## config.mk

```make
export PLATFORM = sky130hd
export DESIGN_NAME = mmio_periph_bridge_flat
export DESIGN_NICKNAME = d
export VERILOG_FILES = /design/src/rtl/mmio_periph_bridge_pkg.sv /design/src/rtl/mmio_periph_bridge_if.sv /design/src/rtl/mmio_periph_bridge_sw_filter.sv /design/src/rtl/mmio_periph_bridge.sv /design/src/flat_wrapper.sv
export SDC_FILE = /design/constraint.sdc
export NUM_CORES = 1
export LEC_CHECK = 0
export BUFFER_PORTS_ARGS = -buffer_cell sky130_fd_sc_hd__buf_2
export CAP_MARGIN = 20
export CORE_ASPECT_RATIO = 0.7
export CORE_MARGIN = 1
export CORE_UTILIZATION = 30
export DETAILED_ROUTE_END_ITERATION = 7
export PLACE_DENSITY_LB_ADDON = 0.12
export SLEW_MARGIN = 5
export SYNTH_ARGS = -nofsm -noshare
export SYNTH_HDL_FRONTEND = slang
export SYNTH_SLANG_ARGS = --single-unit
```

## constraint.sdc

```tcl
create_clock -name clk -period 6.2 [get_ports clk]
set_clock_uncertainty 0.1 [all_clocks]
set_input_delay 1.24 -clock clk [delete_from_list [all_inputs] [get_ports clk]]
set_output_delay 1.24 -clock clk [all_outputs]
set_load 0.05 [all_outputs]
```

## src/rtl/mmio_periph_bridge_pkg.sv

```systemverilog
// Shared definitions for the MMIO peripheral bridge: I/O window base, register offsets,
// decoded-select enum and the address decoder. MMIO_TIMER_EN enables the TIMER register.
package mmio_pkg;

  localparam logic [31:0] IO_BASE           = 32'hFFFF0000;
  localparam logic [7:0]  OFF_SW            = 8'h04;
  localparam logic [7:0]  OFF_SEG           = 8'h0C;
  localparam logic [7:0]  OFF_LED           = 8'h10;
  localparam logic [7:0]  OFF_TIMER         = 8'h14;
  localparam logic [31:0] SEG_RESET_DEFAULT = 32'hAA5555AA;

  typedef enum logic [2:0] {
    SEL_NONE,
    SEL_RAM,
    SEL_SW,
    SEL_SEG,
    SEL_LED,
    SEL_TIMER
  } reg_sel_e;

  // Word-granular decode: the byte lane bits addr[1:0] never take part.
  function automatic reg_sel_e decode(input logic [31:0] a);
    reg_sel_e sel;
    sel = SEL_NONE;
    if (a[31:8] != IO_BASE[31:8]) begin
      sel = SEL_RAM;
    end else begin
      case ({a[7:2], 2'b00})
        OFF_SW:    sel = SEL_SW;
        OFF_SEG:   sel = SEL_SEG;
        OFF_LED:   sel = SEL_LED;
`ifdef MMIO_TIMER_EN
        OFF_TIMER: sel = SEL_TIMER;
`endif
        default:   sel = SEL_NONE;
      endcase
    end
    return sel;
  endfunction

endpackage

```

## src/rtl/mmio_periph_bridge_if.sv

```systemverilog
// CPU data-port bundle between the core (master) and the MMIO bridge (slave),
// including the RAM read data that the bridge muxes back to the core.
interface mmio_periph_bridge_if;
  logic        cpu_ce;
  logic        mem_w;
  logic [31:0] addr;
  logic [31:0] wdata;
  logic [31:0] rdata;
  logic [31:0] dm_rdata;
  logic        dm_we;

  modport master (
    output cpu_ce, mem_w, addr, wdata, dm_rdata,
    input  rdata, dm_we
  );

  modport slave (
    input  cpu_ce, mem_w, addr, wdata, dm_rdata,
    output rdata, dm_we
  );
endinterface

```

## src/rtl/mmio_periph_bridge_sw_filter.sv

```systemverilog
// One switch bit: two-flop synchronizer followed by a stability-counter debouncer.
// A new level is accepted after DB_CYCLES consecutive stable synchronized cycles.
module sw_filter #(
  parameter int DB_CYCLES = 1000000
) (
  input  logic clk,
  input  logic rstn_i,
  input  logic sw_i,
  output logic sw_db
);

  localparam int CW = (DB_CYCLES > 1) ? $clog2(DB_CYCLES) : 1;

  logic          sync1_q;
  logic          sync2_q;
  logic          db_q;
  logic [CW-1:0] cnt_q;

  // NOTE: sequential state uses non-blocking assignments so every flop samples
  // pre-edge values; blocking here would collapse the synchronizer into one stage.
  always_ff @(posedge clk or negedge rstn_i) begin
    if (!rstn_i) begin
      sync1_q <= 1'b0;
      sync2_q <= 1'b0;
      db_q    <= 1'b0;
      cnt_q   <= '0;
    end else begin
      sync1_q <= sw_i;
      sync2_q <= sync1_q;
      if (sync2_q == db_q) begin
        cnt_q <= '0;
      end else if (cnt_q == CW'(DB_CYCLES - 1)) begin
        db_q  <= sync2_q;
        cnt_q <= '0;
      end else begin
        cnt_q <= cnt_q + 1'b1;
      end
    end
  end

  assign sw_db = db_q;

endmodule

```

## src/rtl/mmio_periph_bridge.sv

```systemverilog
// MMIO bridge on the CPU data port: decodes the I/O window, owns SW/SEG/LED (and TIMER
// when MMIO_TIMER_EN is defined) registers, muxes load data and gates RAM writes.
module mmio_periph_bridge
  import mmio_pkg::*;
#(
  parameter int          DB_CYCLES = 1000000,
  parameter int          TICK_DIV  = 100000,
  parameter logic [31:0] SEG_RESET = SEG_RESET_DEFAULT
) (
  input  logic                 clk,
  input  logic                 rstn_i,
  mmio_periph_bridge_if.slave  bus,
  input  logic [15:0]          sw_i,
  output logic [31:0]          seg_value,
  output logic [15:0]          led_o
);

  reg_sel_e    sel;
  logic        wr;
  logic [15:0] sw_db;
  logic [31:0] seg_q;
  logic [15:0] led_q;

  assign sel = decode(bus.addr);
  assign wr  = bus.cpu_ce & bus.mem_w;

  for (genvar i = 0; i < 16; i++) begin : g_sw
    sw_filter #(.DB_CYCLES(DB_CYCLES)) u_sw_filter (
      .clk    (clk),
      .rstn_i (rstn_i),
      .sw_i   (sw_i[i]),
      .sw_db  (sw_db[i])
    );
  end

  always_ff @(posedge clk or negedge rstn_i) begin
    if (!rstn_i) begin
      seg_q <= SEG_RESET;
      led_q <= '0;
    end else if (wr) begin
      if (sel == SEL_SEG) seg_q <= bus.wdata;
      if (sel == SEL_LED) led_q <= bus.wdata[15:0];
    end
  end

`ifdef MMIO_TIMER_EN
  localparam int PW = (TICK_DIV > 1) ? $clog2(TICK_DIV) : 1;

  logic [PW-1:0] presc_q;
  logic [31:0]   timer_q;
  logic          tick;

  assign tick = (presc_q == PW'(TICK_DIV - 1));

  // A CPU write restarts the millisecond phase and swallows a coincident tick.
  always_ff @(posedge clk or negedge rstn_i) begin
    if (!rstn_i) begin
      presc_q <= '0;
      timer_q <= '0;
    end else if (wr && sel == SEL_TIMER) begin
      presc_q <= '0;
      timer_q <= bus.wdata;
    end else begin
      presc_q <= tick ? '0 : presc_q + 1'b1;
      if (tick) timer_q <= timer_q + 32'd1;
    end
  end
`endif

  // NOTE: every output of a combinational block gets a default first; a path that
  // leaves it unassigned would infer a latch.
  always_comb begin
    bus.rdata = '0;
    case (sel)
      SEL_RAM:   bus.rdata = bus.dm_rdata;
      SEL_SW:    bus.rdata = {16'b0, sw_db};
      SEL_SEG:   bus.rdata = seg_q;
      SEL_LED:   bus.rdata = {16'b0, led_q};
`ifdef MMIO_TIMER_EN
      SEL_TIMER: bus.rdata = timer_q;
`endif
      default:   bus.rdata = '0;
    endcase
  end

  assign bus.dm_we  = wr & (sel == SEL_RAM);
  assign seg_value  = seg_q;
  assign led_o      = led_q;

endmodule

```

## src/flat_wrapper.sv

```systemverilog
// flat-port wrapper written by rule: the top's interface ports become plain ports
module mmio_periph_bridge_flat import mmio_pkg::*;
#(
  parameter int          DB_CYCLES = 1000000,
  parameter int          TICK_DIV  = 100000,
  parameter logic [31:0] SEG_RESET = SEG_RESET_DEFAULT
)
  (clk, rstn_i, sw_i, seg_value, led_o, bus_cpu_ce, bus_mem_w, bus_addr, bus_wdata, bus_dm_rdata, bus_rdata, bus_dm_we);
  mmio_periph_bridge_if bus_i ();
  input  logic clk;
  input  logic rstn_i;
  input  logic [15:0] sw_i;
  output logic [31:0] seg_value;
  output logic [15:0] led_o;
  input wire logic [$bits(bus_i.cpu_ce)-1:0] bus_cpu_ce;
  input wire logic [$bits(bus_i.mem_w)-1:0] bus_mem_w;
  input wire logic [$bits(bus_i.addr)-1:0] bus_addr;
  input wire logic [$bits(bus_i.wdata)-1:0] bus_wdata;
  input wire logic [$bits(bus_i.dm_rdata)-1:0] bus_dm_rdata;
  output wire logic [$bits(bus_i.rdata)-1:0] bus_rdata;
  output wire logic [$bits(bus_i.dm_we)-1:0] bus_dm_we;
  assign bus_i.cpu_ce = bus_cpu_ce;
  assign bus_i.mem_w = bus_mem_w;
  assign bus_i.addr = bus_addr;
  assign bus_i.wdata = bus_wdata;
  assign bus_i.dm_rdata = bus_dm_rdata;
  assign bus_rdata = bus_i.rdata;
  assign bus_dm_we = bus_i.dm_we;
  mmio_periph_bridge #(.DB_CYCLES(DB_CYCLES), .TICK_DIV(TICK_DIV), .SEG_RESET(SEG_RESET)) u_core (.clk(clk), .rstn_i(rstn_i), .bus(bus_i), .sw_i(sw_i), .seg_value(seg_value), .led_o(led_o));
endmodule
```

==> results of run 1 <==
==> registers in the layout, indices dropped and copies added, names as in the netlist <==
signal	count
u_core.g_sw.u_sw_filter.cnt_q	320
u_core.g_sw.u_sw_filter.sw_db	16
u_core.g_sw.u_sw_filter.sync1_q	16
u_core.g_sw.u_sw_filter.sync2_q	16
u_core.led_o	16
u_core.seg_value	32
==> worst paths after layout <==
path / to / slack, ps / depth (start not counted)
worst max-delay path: bus_rdata[14] / 1330 / 8
worst min-delay path: u_core.g_sw[4].u_sw_filter.sync2_q / 250 / 0
worst max register to register: u_core.g_sw[8].u_sw_filter.cnt_q[6] / 3690 / 6
worst min register to register: u_core.g_sw[4].u_sw_filter.sync2_q / 250 / 0
max in group asynchronous: u_core.g_sw[8].u_sw_filter.sync1_q / 4000 / 2
min in group asynchronous: u_core.g_sw[13].u_sw_filter.cnt_q[2] / 630 / 1
==> cells in the final DEF (no fill, tap or decap), types with 18 or more instances in the layout <==
cell type | synthesis | final
and3_1 | 45 | 45
buf_2 | 14 | 193
nand3_1 | 131 | 131
dfrtp_1 | 400 | 400
inv_1 | 48 | 48
and4_1 | 23 | 23
nor2_1 | 383 | 382
nor3_1 | 34 | 34
mux2_2 | 24 | 24
xor2_1 | 163 | 163
clkbuf_16 | 0 | 47
nor4_1 | 40 | 40
xnor2_1 | 139 | 139
mux2_4 | 40 | 40
clkbuf_1 | 25 | 18
nand2_1 | 149 | 149
o21ai_0 | 18 | 18
nand4_1 | 64 | 64
==> power by group through the flow <==
stage          Combinational [µW]  Clock, µW  Sequential, µW
6_report                      256       2740            2780
5_1_grt                       294       2980            2790
4_1_cts                       268       2870            2780
3_5_place_dp                  266          0            2830
3_3_place_gp                  264          0            2830
2_1_floorplan                 135          0            2830
==> per-layer routing <==
| metal | part of all wire (%) | up-vias | GRT usage [%] |
|---|---|---|---|
| met4 | 1.7 | 0 | 3.43 |
| met3 | 4.5 | 57 | 2.87 |
| li1 | - | 6831 | - |
| met5 | 0 | - | 0 |
| met1 | 52 | 6590 | 20.7 |
| met2 | 41 | 206 | 19.5 |
==> stage by stage <==
step	util (%)	total power [µW]	hold WS, ps	cell area, µm²	std cells
2_1_floorplan	-	2960	231	19600	1905
5_1_grt	35.7	6070	254	23100	3021
6_report	35.7	5780	246	23100	3021
4_1_cts	35.7	5920	243	23100	3021
3_5_place_dp	33.3	3100	236	21600	2935
3_3_place_gp	33.3	3100	235	21600	2935
==> kinds of logic after synthesis <==
group / synth area share [%]
mux: 5.25
compound gates: 1.33
flops: 53.1
simple gates: 23.5
buf+inv: 2.27
fa+ha+maj: 1.02
xor+xnor: 13.5
==> final cells by class <==
| class | instances | area (µm²) |
|---|---|---|
| repair buffers | 203 | 1070 |
| flip-flops and latches | 416 | 10400 |
| well taps | 880 | 1100 |
| inverters | 48 | 180 |
| clock inverters | 10 | 106 |
| multi-input cells | 1388 | 8780 |
| fillers | 6423 | 41600 |
| clock buffers | 76 | 1400 |
==> results.sh, run 1 <==
export IMPL_status="finished, final reports clean"
export IMPL_netlist_instances=1905
export IMPL_syn_avg_cell_area_um2=10.3
export IMPL_place_hpwl_um=29600
export IMPL_cts_made_buffers=47
export IMPL_synth_edf_count=0
export IMPL_htreeDepth=2
export IMPL_hold_start="u_core.g_sw[4].u_sw_filter.sync1_q"
export IMPL_cp_max_fo=11
export IMPL_drt_initial_drc_count=795
export IMPL_track_usage_pct=13.6
export IMPL_io_pins=197
export IMPL_power_density_nw_per_um2=251
export IMPL_cp_num_buf_inv=4
export IMPL_totalWireLength_um=44300
export IMPL_cts_root_buf="clkbuf_16"
export IMPL_hold_class="reg2reg"
export IMPL_layout_nets=2236
export IMPL_port_buffers=194
export IMPL_die_x_um=308
export IMPL_critPathKind="in2out"
export IMPL_clk_path_buf_depth=3
export IMPL_required_ps=4860
export IMPL_n_antenna_cell=0
export IMPL_core_area_um2=64700
export IMPL_die_y_um=216
export IMPL_clockPowerShare_pct=47.4
export IMPL_clk_pin_slew_worst_paths_ps=60
export IMPL_min_period_ps=4870
export IMPL_fmax_mhz=206
export IMPL_post_cts_resized=0
export IMPL_wl_per_cell_um=14.7
export IMPL_max_vdd_ir_drop_mv=0.173
export IMPL_worstMarginPinSlew_ps=888
export IMPL_drc=0
export IMPL_r2r_start="u_core.g_sw[8].u_sw_filter.cnt_q[0]"
export IMPL_grt_max_degree=150
export IMPL_grt_ovfl_total=0
export IMPL_fin_ws_ps=1330
export IMPL_ctsHoldBuffers=0
export IMPL_die_area_um2=66500
export IMPL_area_growth_pct=17.5
export IMPL_drive_above_1_share_pct=17.6
export IMPL_critPathCaptureType="primary output"
export IMPL_first_global_vias=13600
export IMPL_comb_power_share_pct=4.4
export IMPL_netlist_top_cells_area="dfrtp_1 (51%), nor2_1 (7.3%), xor2_1 (7.3%)"
export IMPL_tns_ps=0
export IMPL_drt_pass1_iter_count=4
export IMPL_critPathArrivalTime_ps=3530
export IMPL_start_util_pct=30.3
export IMPL_finalHoldViolCount=0
export IMPL_yosys_top_cells_count="dfrtp_1 (400), nor2_1 (383), xor2_1 (163)"
export IMPL_yosysWarningCount=0
export IMPL_gp_congestion=0.768
export IMPL_critPathTopFamily="buffers and inverters"
export IMPL_power_leakage_uw=0.0104
export IMPL_ys_flop_type="dfrtp_1"
export IMPL_post_route_period_util_pct=78.5
export IMPL_syn_num_nets=2037
export IMPL_yosysTopAreaCell="dfrtp_1"
export IMPL_crit_chain="buf_2 > nor4_2 > nand4_4 > buf_4 > nor2_2 > buf_4 > a221o_1 > buf_2"
export IMPL_synth_area_um2=19600
export IMPL_startpoint="bus_addr[9]"
export IMPL_finalSetupViolCount=0
export IMPL_slew_violations=0
export IMPL_cts_setup_buffers=0
export IMPL_place_ws_ps=1260
export IMPL_yosysUniqueCellTypes=44
export IMPL_net_switching_power_uw=1330
export IMPL_ys_async_sr_fraction_pct=100
export IMPL_cts_sinks=416
export IMPL_vias=13700
export IMPL_start_kind="input pin"
export IMPL_sequentialPowerShare_pct=48.2
export IMPL_viasPerCell=4.53
export IMPL_yosysMostFrequentCell="dfrtp_1"
export IMPL_switching_share_pct=23.1
export IMPL_ys_ff_latch=416
export IMPL_p_int_uw=4450
export IMPL_ant_nets=0
export IMPL_netlist_area_leader_share_pct=51.0
export IMPL_max_cap_violations=0
export IMPL_antenna_found_initial=2
export IMPL_cp_slowest_stage_delay_ps=370
export IMPL_rsz0062_at_grt="no"
export IMPL_rows=78
export IMPL_ys_seq_area_share_pct=53.1
export IMPL_grt_pass1_wl_um=73700
export IMPL_cts_tree="yes"
export IMPL_maxSlewHeadroom_pct=40.8
export IMPL_clk_latency_ps=570
export IMPL_crit_path_top_delay_cell="nor4_2"
No activity file was read; power rests on OpenSTA's default activity.
==> inputs of run 2 (changes only) <==
clock period = 4.25 ns   (was 6.2 ns; I/O delays follow)
==> run 2 against run 1 <==
Critical path type unchanged. Setup slack worse by 920 ps. Hold slack improved by 0.91 ps. Cell area rose by 0.69%. Via count is 0.41% higher. Combinational power up 51%. Wire length up 0.79%. First-iteration DRC count is 4.8% lower. Sequential share of layout area shrank 0.31 points.
==> results.sh, run 2 (same netlist as run 1, synthesis figures left out) <==
export IMPL_post_route_period_util_pct=90.2
export IMPL_fmax_mhz=261
export IMPL_drc=0
export IMPL_required_ps=3300
export IMPL_totalWireLength_um=44600
export IMPL_drt_pass1_iter_count=6
export IMPL_place_ws_ps=418
export IMPL_fin_ws_ps=418
export IMPL_start_kind="input pin"
export IMPL_ctsHoldBuffers=0
export IMPL_cts_made_buffers=46
export IMPL_cts_sinks=416
export IMPL_power_leakage_uw=0.0105
export IMPL_max_vdd_ir_drop_mv=0.243
export IMPL_track_usage_pct=13.6
export IMPL_htreeDepth=2
export IMPL_status="finished, final reports clean"
export IMPL_finalHoldViolCount=0
export IMPL_clk_latency_ps=570
export IMPL_antenna_found_initial=6
export IMPL_io_pins=197
export IMPL_wl_per_cell_um=14.7
export IMPL_place_hpwl_um=30400
export IMPL_slew_violations=0
export IMPL_core_area_um2=64700
export IMPL_min_period_ps=3830
export IMPL_cts_root_buf="clkbuf_16"
export IMPL_final_cell_mix="dfrtp_1 (400), nor2_1 (382), buf_2 (193)"
export IMPL_critPathKind="in2out"
export IMPL_max_cap_violations=0
export IMPL_grt_pass1_wl_um=73900
export IMPL_worstMarginPinSlew_ps=900
export IMPL_finalSetupViolCount=0
export IMPL_cp_max_fo=43
export IMPL_final_common_cell="dfrtp_1"
export IMPL_first_global_vias=13700
export IMPL_die_x_um=308
export IMPL_die_area_um2=66500
export IMPL_cts_tree="yes"
export IMPL_area_growth_pct=18.3
export IMPL_drive_above_1_share_pct=18.1
export IMPL_power_density_nw_per_um2=363
export IMPL_grt_max_degree=99
export IMPL_grt_ovfl_total=0
export IMPL_utilization_pct=35.9
export IMPL_tns_ps=0
export IMPL_post_cts_resized=0
export IMPL_critPathArrivalTime_ps=2880
export IMPL_largest_reg_flops=320
export IMPL_cts_setup_buffers=0
export IMPL_maxSlewHeadroom_pct=39.5
export IMPL_hold_class="reg2reg"
export IMPL_start_util_pct=30.3
export IMPL_ff2ff_path_depth=6
export IMPL_rsz0062_at_grt="no"
export IMPL_clk_path_buf_depth=3
export IMPL_ant_nets=0
export IMPL_layout_nets=2245
export IMPL_drt_initial_drc_count=757
export IMPL_critPathCaptureType="primary output"
export IMPL_gp_congestion=0.785
export IMPL_whs_path_depth=0
export IMPL_largest_register="u_core.g_sw.u_sw_filter.cnt_q"
export IMPL_die_y_um=216
export IMPL_clk_pin_slew_worst_paths_ps=60
export IMPL_viasPerCell=4.54
export IMPL_rows=78
export IMPL_port_buffers=194
export IMPL_vias=13700
[run 2: layout make-up]
cell class / count / area (µm²)
antenna: 1 / 2.50
multi-input combinational: 1388 / 8780
tap: 880 / 1100
clock inverter: 10 / 75.1
timing repair buffer: 213 / 1220
sequential: 416 / 10400
fill: 6515 / 41500
clock buffer: 72 / 1430
inverter: 48 / 180
[run 2: stage by stage]
step / hold WS [ps] / instances / cell area [µm²] / power, µW
after CTS: 227 / 3027 / 23200 / 8630
after global routing: 247 / 3027 / 23200 / 8840
after detailed placement: 235 / 2945 / 21700 / 4530
after floorplan: 231 / 1905 / 19600 / 4320
final: 247 / 3028 / 23200 / 8430
after global placement: 237 / 2945 / 21700 / 4530
[run 2: power breakdown]
group	internal, µW	switching (µW)
Clock	2360	1620
Sequential	4010	47.9
Combinational	121	265
Total	6500	1930
[run 2: critical path, stage by stage]
cell and delay (ps):
buf_2 100, nor4b_2 360, nand4_4 310, buf_12 270, nor2_2 160, buf_4 260
a221o_1 220, buf_2 270
[run 2: final timing paths]
| kind | from | endpoint | slack (ps) |
|---|---|---|---|
| max in group asynchronous | rstn_i | u_core.seg_value[1] | 2940 |
| worst max-delay path | bus_addr[14] | bus_rdata[8] | 420 |
| worst min-delay path | u_core.g_sw[8].u_sw_filter.sync1_q | u_core.g_sw[8].u_sw_filter.sync2_q | 250 |
| worst min register to register | u_core.g_sw[8].u_sw_filter.sync1_q | u_core.g_sw[8].u_sw_filter.sync2_q | 250 |
| worst max register to register | u_core.g_sw[8].u_sw_filter.cnt_q[0] | u_core.g_sw[8].u_sw_filter.cnt_q[17] | 1770 |
| min in group asynchronous | rstn_i | u_core.g_sw[13].u_sw_filter.sync1_q | 270 |
[run 2: routing by layer]
layer	share of wire, %	wire length, µm	track usage, %
met5	0	0	0
met4	1.7	759	3.42
met3	4.6	2060	2.48
met2	41	18400	19.7
met1	52	23400	20.8
